===== src/rtl/interrupt_ctrl.sv =====
// rtl/interrupt_ctrl.sv - machine timer, software and external interrupt controller
// INTC_EXT_EDGE_EN: external source latched on rising edge and cleared by irq_ack; otherwise level-sensitive.
module interrupt_ctrl #(
    parameter int TICK_DIV = 4
) (
    input  logic        clk,
    input  logic        rst,
    input  logic        ext_irq,
    input  logic        bus_we,
    input  logic [2:0]  bus_addr,
    input  logic [31:0] bus_wdata,
    output logic [31:0] bus_rdata,
    input  logic        irq_ack,
    output logic        interrupt,
    output logic [3:0]  irq_code
);
    localparam int PW = (TICK_DIV > 1) ? $clog2(TICK_DIV) : 1;
    localparam logic [PW-1:0] PRESC_MAX = PW'(TICK_DIV - 1);

    localparam logic [3:0] CODE_EXT  = 4'd11;
    localparam logic [3:0] CODE_SW   = 4'd3;
    localparam logic [3:0] CODE_TMR  = 4'd7;
    localparam logic [3:0] CODE_NONE = 4'd0;

    localparam logic [2:0] A_MTIME_LO = 3'd0;
    localparam logic [2:0] A_MTIME_HI = 3'd1;
    localparam logic [2:0] A_CMP_LO   = 3'd2;
    localparam logic [2:0] A_CMP_HI   = 3'd3;
    localparam logic [2:0] A_MSIP     = 3'd4;

    logic          sync1_q, sync1_d;
    logic          sync2_q, sync2_d;
    logic [PW-1:0] presc_q, presc_d;
    logic [63:0]   mtime_q, mtime_d;
    logic [63:0]   mtimecmp_q, mtimecmp_d;
    logic          msip_q, msip_d;
    logic          interrupt_q, interrupt_d;
    logic [3:0]    irq_code_q, irq_code_d;

    logic tick;
    logic mtip;
    logic sync_ext;
    logic ext_src;

    assign sync_ext = sync2_q;
    assign tick     = (presc_q == PRESC_MAX);
    assign mtip     = (mtime_q >= mtimecmp_q);

`ifdef INTC_EXT_EDGE_EN
    logic sync3_q, sync3_d;
    logic ext_pend_q, ext_pend_d;
    logic ext_rise;
    logic ack_hit;

    // A new edge in the ack cycle must survive the clear, so rise is ORed in last.
    always_comb begin
        sync3_d    = sync_ext;
        ext_rise   = sync_ext & ~sync3_q;
        ack_hit    = irq_ack && (irq_code_q == CODE_EXT);
        ext_pend_d = ext_rise | (ext_pend_q & ~ack_hit);
        ext_src    = ext_pend_d;
    end

    always_ff @(posedge clk or negedge rst) begin
        if (!rst) begin
            sync3_q    <= 1'b0;
            ext_pend_q <= 1'b0;
        end else begin
            sync3_q    <= sync3_d;
            ext_pend_q <= ext_pend_d;
        end
    end
`else
    logic unused_ack;

    always_comb begin
        unused_ack = irq_ack;
        ext_src    = sync_ext;
    end
`endif

    always_comb begin
        sync1_d    = ext_irq;
        sync2_d    = sync1_q;
        presc_d    = tick ? '0 : presc_q + 1'b1;
        mtime_d    = tick ? mtime_q + 64'd1 : mtime_q;
        mtimecmp_d = mtimecmp_q;
        msip_d     = msip_q;
        // Bus writes to mtime override the tick increment.
        if (bus_we) begin
            case (bus_addr)
                A_MTIME_LO: mtime_d    = {mtime_q[63:32], bus_wdata};
                A_MTIME_HI: mtime_d    = {bus_wdata, mtime_q[31:0]};
                A_CMP_LO:   mtimecmp_d = {mtimecmp_q[63:32], bus_wdata};
                A_CMP_HI:   mtimecmp_d = {bus_wdata, mtimecmp_q[31:0]};
                A_MSIP:     msip_d     = bus_wdata[0];
                default:    ;
            endcase
        end
    end

    always_comb begin
        interrupt_d = ext_src | msip_q | mtip;
        if (ext_src) begin
            irq_code_d = CODE_EXT;
        end else if (msip_q) begin
            irq_code_d = CODE_SW;
        end else if (mtip) begin
            irq_code_d = CODE_TMR;
        end else begin
            irq_code_d = CODE_NONE;
        end
    end

    always_comb begin
        case (bus_addr)
            A_MTIME_LO: bus_rdata = mtime_q[31:0];
            A_MTIME_HI: bus_rdata = mtime_q[63:32];
            A_CMP_LO:   bus_rdata = mtimecmp_q[31:0];
            A_CMP_HI:   bus_rdata = mtimecmp_q[63:32];
            A_MSIP:     bus_rdata = {31'd0, msip_q};
            default:    bus_rdata = 32'd0;
        endcase
    end

    always_ff @(posedge clk or negedge rst) begin
        if (!rst) begin
            sync1_q     <= 1'b0;
            sync2_q     <= 1'b0;
            presc_q     <= '0;
            mtime_q     <= 64'd0;
            mtimecmp_q  <= {64{1'b1}};
            msip_q      <= 1'b0;
            interrupt_q <= 1'b0;
            irq_code_q  <= CODE_NONE;
        end else begin
            sync1_q     <= sync1_d;
            sync2_q     <= sync2_d;
            presc_q     <= presc_d;
            mtime_q     <= mtime_d;
            mtimecmp_q  <= mtimecmp_d;
            msip_q      <= msip_d;
            interrupt_q <= interrupt_d;
            irq_code_q  <= irq_code_d;
        end
    end

    assign interrupt = interrupt_q;
    assign irq_code  = irq_code_q;

endmodule


===== config.mk =====
export PLATFORM = sky130hd
export DESIGN_NAME = interrupt_ctrl
export DESIGN_NICKNAME = d
export VERILOG_FILES = /design/src/rtl/interrupt_ctrl.sv
export SDC_FILE = /design/constraint.sdc
export NUM_CORES = 1
export LEC_CHECK = 0
export CORE_UTILIZATION = 51
export DETAILED_ROUTE_END_ITERATION = 6
export PLACE_DENSITY = 0.72
export SYNTH_ARGS = -nofsm -noshare
export SYNTH_HDL_FRONTEND = slang
export SYNTH_SLANG_ARGS = --single-unit

===== constraint.sdc =====
create_clock -name clk -period 5.25 [get_ports clk]
set_input_delay 1.3125 -clock clk [delete_from_list [all_inputs] [get_ports clk]]
set_output_delay 1.3125 -clock clk [all_outputs]
set_load 0.02 [all_outputs]

==> results of run 1 <==
## stage by stage
step	cell area [um^2]	power, uW
floorplan	9240	2390
global placement	10200	2820
detailed placement	10200	2860
CTS	10800	3990
global route	10800	4240
finish	10800	3990
## cells in the final DEF, fill, tap and decap left out, types with 5 or more instances in the layout
cell type          n
and3_1             9
clkbuf_8           6
o22ai_1           12
nand3_1           39
a211oi_1           7
dfstp_2           64
ha_1              66
o21ai_0           90
clkbuf_16         17
a22oi_1           37
nor4_1             8
inv_1             72
mux2_2            35
nor2_1            42
xor2_1             5
o211ai_1          28
or3_1              6
and4_1            12
dfrtp_1           73
nor3_1            19
o311ai_0           6
nand2b_1           5
buf_4             22
o21a_1             5
a31oi_1            6
a21oi_1           61
nand2_1          129
clkdlybuf4s50_1   74
clkbuf_1           5
mux2i_1            7
a21o_1            15
and2_1             5
nand4_1           29
a22o_1            16
## cell families after synthesis
kind of cell / Yosys count / share of synthesized area, %
simple gates: 334 / 18.5
compound gates: 321 / 22.5
buf+inv: 140 / 5.97
flops: 137 / 38.0
fa+ha+maj: 66 / 8.94
mux: 43 / 5.27
xor+xnor: 9 / 0.853
## worst register-to-register path, stage by stage, from the launching register on
cell     delay, ns
dfrtp_1       0.36
ha_1          0.40
nand4_2       0.19
or4_1         0.70
nor4_2        0.96
nand3_2       0.19
nor4_1        0.27
a221o_1       0.17
## area by class of cell
type | count | area (um^2)
Sequential cell | 137 | 3510
Clock buffer | 28 | 527
Multi-Input combinational cell | 773 | 5220
Tap cell | 225 | 282
Clock inverter | 2 | 10.0
Fill cell | 1549 | 6700
Timing Repair Buffer | 99 | 957
Inverter | 72 | 270
## state kept, by name, summed over array words and instances, names as in the netlist
| name | count |
|---|---|
| mtimecmp_q | 64 |
| msip_q | 1 |
| presc_q | 2 |
| sync1_q | 1 |
| ext_src | 1 |
| interrupt | 1 |
| irq_code | 3 |
| mtime_q | 64 |
## how the worst max path moves through the flow
stage	cells after the start	end	slack, ns
6_report	5	bus_rdata[10]	0.32
5_1_grt	5	bus_rdata[10]	0.21
4_1_cts	5	bus_rdata[10]	0.34
3_5_place_dp	5	bus_rdata[10]	0.36
3_3_place_gp	5	bus_rdata[10]	0.37
2_1_floorplan	6	bus_rdata[11]	1.23
## power breakdown
group | leakage (uW) | switching, uW | internal, uW
clock network | 0.000266 | 449 | 673
logic | 0.00258 | 673 | 542
registers | 0.00152 | 290 | 1360
total | 0.00437 | 1410 | 2580
## metal layers
metal  track usage, %  up-vias  wire length, um
li1                 -     3980                -
met1             44.4     4087            12100
met2             47.5      381            12200
met3             4.59       57             2120
met4             11.4        0              709
met5                0        -                0
==> impl_metrics.csv, run 1 <==
group,metric,value,unit
power,powerDensity,370,mW/mm^2
floorplanning,die_w,137,um
synthesis,synth_nets,1156,
cts,ctsRootBufferMaster,"clkbuf_16",
setup_path,worst_path_dominant_cell_family,"buffers and inverters",
synthesis,synth_flop_cell,"dfrtp_1",
synthesis,yosys_warnings,0,
drt,first_pass_iters,5,
status,status,"completed",
layout,fin_cells,1336,
cts,clockBufferDepth,2,
setup_path,crit_path_cell_trace,"clkdlybuf4s50_1, nor2b_1, nand2b_1, o221ai_1, clkdlybuf4s50_1",
floorplanning,coreArea,0.0175,mm^2
timing,finalWorstSetupSlack,0.316,ns
drt,drc,0,
placement,numPortBuffers,75,
setup_path,crit_path_end_kind,"output pin",
cts,path_clk_slew,0.06,ns
min_path,min_to,"ext_src",
synthesis,synth_cell_types,71,
floorplanning,top_level_ports,77,
layout,area_delta_synth_final,16.6,%
placement,gp_congestion,0.893,
floorplanning,num_rows,48,
synthesis,synth.area.top_cells,"dfrtp_1 (20%), dfstp_2 (18%), ha_1 (8.9%), nand2_1 (5.2%), o21ai_0 (4.9%)",
placement,place_ws,0.359,ns
timing,rsz0062_at_grt,"false",
global_routing,grt_overflow,0,
cts,cts-resized-gates,0,
floorplanning,start_util,52.9,%
min_path,hold_path_class,"flop to flop",
power,power_leakage,0.00437,uW
global_routing,grt_pass1_wl,43900,um
cts,numCtsBuffers,17,
setup_path,crit_buf_inv,2,
setup_path,crit_fanout,10,
placement,place_hpwl,19400,um
synthesis,yosys.area.top_type,"dfrtp_1",
setup_path,reg2regPathDepth,7,
setup_path,cp.required,3.94,ns
setup_path,crit_path_frequent_cell,"clkdlybuf4s50_1",
global_routing,track_usage,31.0,%
timing,maxSlewViolCount,0,
layout,drive_gt1_share,15.4,%
timing,setup_violations,0,
timing,clock.fmax,203,MHz
setup_path,arrival,3.62,ns
placement,place_inst,1306,
drt,ant_nets,0,
cts,cts_tree,"yes",
run,cap_violations,0,
setup_path,cp-start-kind,"input pin",
synthesis,synth_top_area_share,19.8,%
cts,cts-hold-fix-buffers,0,
floorplanning,dieArea,0.0187,mm^2
synthesis,ys_ff_latch,137,
setup_path,critPathMaxStageDelay,0.77,ns
drt,finalWirelength,27200,um
min_path,hold_path_startpoint,"sync1_q",
cts,post_cts_buffers,0,
setup_path,crit_start,"bus_addr[0]",
layout,insertedDiodeCount,0,
synthesis,syn-mean-instance-area,8.80,um^2
power,ir_worst_vdd,0.265,mV
synthesis,seq_area_frac_synth,38.0,%
timing,final.setup_skew,0.00943,ns
global_routing,grt_pass1_vias,8009,
global_routing,antenna_found_initial,0,
synthesis,synth_edf_count,0,
setup_path,crit_slowest_cell,"clkdlybuf4s50_1",
setup_path,r2r-end,"mtime_q[56]",
synthesis,synthTopCellsByCount,"nand2_1 (129), o21ai_0 (90), dfrtp_1 (73)",
timing,period_share,94.0,%
cts,insertion_delay,0.43,ns
synthesis,yosysMostFrequentCell,"nand2_1",
floorplanning,die_h,137,um
synthesis,async_flop_share,100,%
timing,hold_viol,0,
synthesis,netlist_area,0.00924,mm^2
cts,clock_sinks,137,
timing,tns,0,ns
global_routing,grt_max_degree,62,
layout,nNetsFinal,1206,
setup_path,criticalPathCategory,"input pin to output pin",
timing,slew_headroom,23.6,%
setup_path,reg2reg_from,"presc_q[0]",
timing,tightestPinTransition,1.15,ns
drt,via_per_inst,6.37,
min_path,min_path_cells,0,
setup_path,r2r_slack,1.95,ns
layout,final_core_util,61.6,%
synthesis,netlist_instances,1050,
drt,dr_total_vias,8505,
cts,htreeDepth,4,
timing,hold_slack,0.355,ns
timing,fin_crit,4.93,ns
drt,drtIter0Drc,844,
drt,avgRoutedWirePerCell,20.3,um
Note: power is estimated with default switching activity, not from simulation.
==> inputs of run 2 (changes only) <==
--- a/config.mk
+++ b/config.mk
@@ -8,6 +8,7 @@
 export CORE_UTILIZATION = 51
 export DETAILED_ROUTE_END_ITERATION = 6
 export PLACE_DENSITY = 0.72
+export REMOVE_ABC_BUFFERS = 1
 export SYNTH_ARGS = -nofsm -noshare
 export SYNTH_HDL_FRONTEND = slang
 export SYNTH_SLANG_ARGS = --single-unit
==> run 2 against run 1 <==
  * Largest power group unchanged
  * Routed wire length rose by 4.9%
  * Sequential share of layout area barely moved
  * Worst hold slack got worse by 0.0017 ns
  * Critical path type unchanged
==> impl_metrics.csv, run 2 (synthesis results as in run 1) <==
group,metric,value,unit
setup_path,cp-start-kind,"input pin",
global_routing,track_usage,32.3,%
floorplanning,die_w,137,um
setup_path,cp.required,3.94,ns
drt,dr_total_vias,8664,
power,p_int,2570,uW
setup_path,crit_path_end_kind,"output pin",
cts,clock_sinks,137,
layout,fillers,1510,
timing,finalWorstSetupSlack,0.317,ns
timing,period_share,94.0,%
layout,area_delta_synth_final,16.6,%
global_routing,antenna_found_initial,1,
setup_path,worst_path_dominant_cell_family,"buffers and inverters",
layout,final_area,0.0108,mm^2
cts,clockBufferDepth,2,
layout,final_common_cell,"nand2_1",
drt,via_per_inst,6.49,
power,power_frac_seq,41.3,%
min_path,hold_path_class,"flop to flop",
global_routing,grt_pass1_wl,45200,um
cts,cts-hold-fix-buffers,0,
cts,path_clk_slew,0.06,ns
cts,cts-resized-gates,0,
cts,ctsRootBufferMaster,"clkbuf_16",
floorplanning,start_util,52.9,%
global_routing,grt_pass1_vias,8328,
placement,place_hpwl,19200,um
drt,avgRoutedWirePerCell,21.4,um
placement,place_ws,0.338,ns
timing,final.setup_skew,0.00746,ns
power,ir_worst_vdd,0.252,mV
run,cap_violations,0,
layout,drive_gt1_share,15.6,%
timing,setup_violations,0,
timing,slew_headroom,15.0,%
power,switchingPower,1430,uW
drt,first_pass_iters,5,
power,swShare,35.7,%
layout,final_core_util,61.6,%
setup_path,crit_path_cell_trace,"clkdlybuf4s50_1, nor2b_1, nand2_1, buf_4, o211ai_1, clkdlybuf4s50_1",
placement,gp_congestion,0.923,
cts,htreeDepth,4,
cts,numCtsBuffers,17,
cts,cts_tree,"yes",
floorplanning,coreArea,0.0175,mm^2
power,power,4000,uW
timing,rsz0062_at_grt,"false",
layout,nNetsFinal,1204,
setup_path,crit_path_frequent_cell,"clkdlybuf4s50_1",
floorplanning,die_h,137,um
floorplanning,num_rows,48,
floorplanning,dieArea,0.0187,mm^2
layout,final_cell_mix,"nand2_1 (129), o21ai_0 (90), clkdlybuf4s50_1 (74), dfrtp_1 (73), inv_1 (72)",
power,p_comb_share,30.5,%
setup_path,crit_fanout,33,
placement,numPortBuffers,75,
setup_path,critPathMaxStageDelay,0.68,ns
floorplanning,top_level_ports,77,
drt,ant_nets,0,
timing,maxSlewViolCount,0,
global_routing,grt_max_degree,107,
drt,drc,0,
setup_path,crit_buf_inv,3,
timing,hold_viol,0,
timing,tightestPinTransition,1.26,ns
drt,drtIter0Drc,782,
setup_path,crit_slowest_cell,"clkdlybuf4s50_1",
layout,insertedDiodeCount,0,
global_routing,grt_overflow,0,
timing,clock.fmax,203,MHz
cts,insertion_delay,0.43,ns
power,powerDensity,371,mW/mm^2
drt,finalWirelength,28500,um
placement,dpl_cell_area,0.0102,mm^2
cts,post_cts_buffers,0,
status,status,"completed",
setup_path,criticalPathCategory,"input pin to output pin",
power,p_clk_share,28.2,%
setup_path,arrival,3.62,ns
power,power_leakage,0.00436,uW
timing,fin_crit,4.93,ns
[run 2: cell count changes in the layout (fill, tap and decap cells not counted), sizes merged]
cell,before,now
buf,25,23
clkinvlp,0,1
clkinv,2,8
bufinv,0,1
clkbuf,28,21
[run 2: final cells by class]
cell class	instances	area, um^2	area share, %
clock buffers	21	460	4.27
clock inverters	10	77.6	0.720
inverters	72	270	2.51
multi-input cells	773	5220	48.5
flip-flops and latches	137	3510	32.6
well taps	225	282	2.61
repair buffers	97	955	8.86
[run 2: power groups by stage]
stage / Combinational [uW] / Clock, uW / Sequential [uW]
finish: 1220 / 1130 / 1650
detailed placement: 1200 / 0 / 1650
CTS: 1210 / 1140 / 1640
floorplan: 796 / 0 / 1580
global placement: 1170 / 0 / 1640
global route: 1360 / 1180 / 1690
[run 2: final timing paths]
path / from / to / slack (ns) / cells after the start
max: bus_addr[0] / bus_rdata[14] / 0.32 / 6
min: sync1_q / ext_src / 0.35 / 0
max reg2reg: mtime_q[0] / irq_code[1] / 1.62 / 8
min reg2reg: sync1_q / ext_src / 0.35 / 0
max in group asynchronous: rst / mtimecmp_q[41] / 3.18 / 2
min in group asynchronous: rst / mtime_q[23] / 1.00 / 1
[run 2: worst reg2reg max path: stages, from the launching register on]
cell	delay, ns
dfrtp_1	0.43
inv_1	0.11
ha_1	0.28
nand2b_1	0.14
a2111oi_0	0.16
o311ai_0	1.05
o2111ai_1	0.38
and3b_1	0.35
o311ai_0	0.56
[run 2: per-layer routing]
layer	vias up	part of all wire, %	track usage, %
li1	3984	-	-
met1	4183	43	42.6
met2	406	46	50.4
met3	91	7.0	5.67
met4	0	4.3	17.1
met5	-	0	0
[run 2: metrics by stage]
stage	cells	hold WS, ns	TNS [ns]
after global placement	1304	0.335	0
final	1335	0.354	0
after floorplan	982	0.331	-21.18
after detailed placement	1304	0.344	0
after global routing	1335	0.356	0
after CTS	1335	0.355	0
==> inputs of run 3 (changes only) <==
--- a/config.mk
+++ b/config.mk
@@ -5,8 +5,11 @@
 export SDC_FILE = /design/constraint.sdc
 export NUM_CORES = 1
 export LEC_CHECK = 0
+export CORE_ASPECT_RATIO = 2
+export CORE_MARGIN = 10
 export CORE_UTILIZATION = 51
 export DETAILED_ROUTE_END_ITERATION = 6
+export HOLD_SLACK_MARGIN = 0.03
 export PLACE_DENSITY = 0.72
 export REMOVE_ABC_BUFFERS = 1
 export SYNTH_ARGS = -nofsm -noshare
==> run 3 against run 2 <==
  * Sequential share of layout area hardly changed
  * Combinational power hardly changed
  * Critical path depth is 1 lower
  * Global-route usage is 6.9 points lower
  * Worst hold slack better by 0.00052 ns
  * Utilization is 1.0 points lower
  * Critical path type unchanged
  * Largest power group unchanged
==> impl_metrics.csv, run 3 (synthesis results as in run 1) <==
group,metric,value,unit
power,p_comb_share,30.4,%
timing,maxSlewViolCount,0,
placement,gp_congestion,0.957,
global_routing,grt.busiest_layer,"met2",
layout,drive_gt1_share,15.4,%
cts,ctsRootBufferMaster,"clkbuf_16",
setup_path,arrival,3.58,ns
timing,hold_viol,0,
layout,final_cell_mix,"nand2_1 (129), o21ai_0 (90), clkdlybuf4s50_1 (74), dfrtp_1 (73), inv_1 (72)",
setup_path,crit_path_cell_trace,"clkdlybuf4s50_1, nor2b_1, nand2b_1, o221ai_1, clkdlybuf4s50_1",
cts,clock_sinks,137,
global_routing,grt_overflow,0,
placement,place_hpwl,21400,um
power,swShare,36.1,%
drt,drtIter0Drc,672,
cts,path_clk_slew,0.06,ns
power,ir_worst_vdd,0.200,mV
cts,cts-hold-fix-buffers,0,
layout,nNetsFinal,1201,
layout,area_delta_synth_final,16.7,%
timing,tightestPinTransition,1.21,ns
setup_path,critPathMaxStageDelay,0.67,ns
global_routing,track_usage,25.4,%
setup_path,cp-start-kind,"input pin",
drt,first_pass_iters,6,
power,power,4120,uW
floorplanning,coreArea,0.0178,mm^2
cts,post_cts_buffers,0,
floorplanning,top_level_ports,77,
timing,clock.fmax,205,MHz
power,switchingPower,1490,uW
power,power_leakage,0.00434,uW
setup_path,crit_slowest_cell,"clkdlybuf4s50_1",
timing,hold_slack,0.354,ns
floorplanning,die_w,115,um
drt,via_per_inst,6.65,
setup_path,reg2reg_from,"presc_q[0]",
global_routing,grt_pass1_vias,8841,
layout,final_common_cell,"nand2_1",
cts,htreeDepth,4,
drt,dr_total_vias,8791,
global_routing,grt_max_degree,82,
timing,fin_crit,4.89,ns
floorplanning,start_util,52.0,%
setup_path,crit_fanout,5,
setup_path,crit_start,"bus_addr[0]",
cts,clockBufferDepth,2,
drt,ant_nets,0,
setup_path,criticalPathCategory,"input pin to output pin",
cts,cts_tree,"yes",
global_routing,met1_usage,27.8,%
cts,cts-resized-gates,0,
layout,fillers,1548,
status,status,"completed",
timing,rsz0062_at_grt,"false",
setup_path,crit_path_end_kind,"output pin",
cts,insertion_delay,0.43,ns
global_routing,grtUsageMet2,42.1,%
floorplanning,dieArea,0.0242,mm^2
floorplanning,num_rows,69,
floorplanning,die_h,210,um
power,powerDensity,382,mW/mm^2
timing,slew_headroom,18.8,%
power,p_clk_share,29.4,%
min_path,hold_path_startpoint,"sync1_q",
setup_path,cp.required,3.94,ns
global_routing,antenna_found_initial,0,
placement,numPortBuffers,75,
setup_path,crit_path_frequent_cell,"clkdlybuf4s50_1",
global_routing,grt_use_met3,3.84,%
run,cap_violations,0,
min_path,hold_path_class,"flop to flop",
power,power_frac_seq,40.2,%
global_routing,grt_pass1_wl,48300,um
drt,drc,0,
timing,final.setup_skew,0.00888,ns
timing,setup_violations,0,
power,p_int,2630,uW
cts,numCtsBuffers,17,
drt,finalWirelength,30800,um
drt,avgRoutedWirePerCell,23.3,um
timing,period_share,93.1,%
==> run 3: cell count changes in the layout (fill, tap and decap cells not counted) <==
cell,previous run,this run
clkinv_2,8,2
bufinv_16,1,2
buf_4,19,16
clkinv_4,0,1
diode_2,0,1
clkinvlp_4,1,6
==> run 3: worst paths after layout <==
check	to	slack (ns)	cells after the start
setup / recovery	bus_rdata[29]	0.36	5
hold / removal	ext_src	0.35	0
setup reg to reg	mtime_q[60]	1.77	7
hold reg to reg	ext_src	0.35	0
max in group asynchronous	mtimecmp_q[27]	3.29	2
min in group asynchronous	mtime_q[22]	0.96	1
==> run 3: power by group through the flow <==
stage / logic (uW) / registers, uW / clock network, uW
6_report: 1250 / 1650 / 1210
3_3_place_gp: 1200 / 1650 / 0
3_5_place_dp: 1230 / 1660 / 0
2_1_floorplan: 796 / 1580 / 0
4_1_cts: 1250 / 1650 / 1220
5_1_grt: 1400 / 1690 / 1250
==> run 3: cell type report <==
type / instances / area [um^2] / share of cell area (%)
clock inverters: 11 / 124 / 1.15
multi-input cells: 773 / 5220 / 48.4
clock buffers: 21 / 460 / 4.27
repair buffers: 94 / 932 / 8.64
flip-flops and latches: 137 / 3510 / 32.5
inverters: 72 / 270 / 2.51
well taps: 213 / 267 / 2.47
diodes: 1 / 2.50 / 0.0232
==> run 3: layer usage <==
metal  share of wire [%]  wire length, um
met1                  35            10900
met3                 6.2             1920
met2                  51            15600
met4                 7.8             2400
met5                   0                0
==> run 3: metrics by stage <==
step                setup TNS [ns]  worst slack, ns  cells  instance area (um^2)  util (%)
floorplan                   -21.18           -0.739    982                  8960         -
global placement                 0            0.394   1289                 10200      57.3
detailed placement               0            0.378   1289                 10200      57.3
CTS                              0            0.371   1321                 10800      60.6
global route                     0            0.272   1321                 10800      60.6
finish                           0            0.362   1322                 10800      60.6
==> run 3: worst max-delay path, delay by kind of cell <==
family	cells	cell delay (ns)
buffers and inverters	2	1.24
AO/OA/AOI/OAI	1	0.40
AND/OR/NAND/NOR	2	0.61
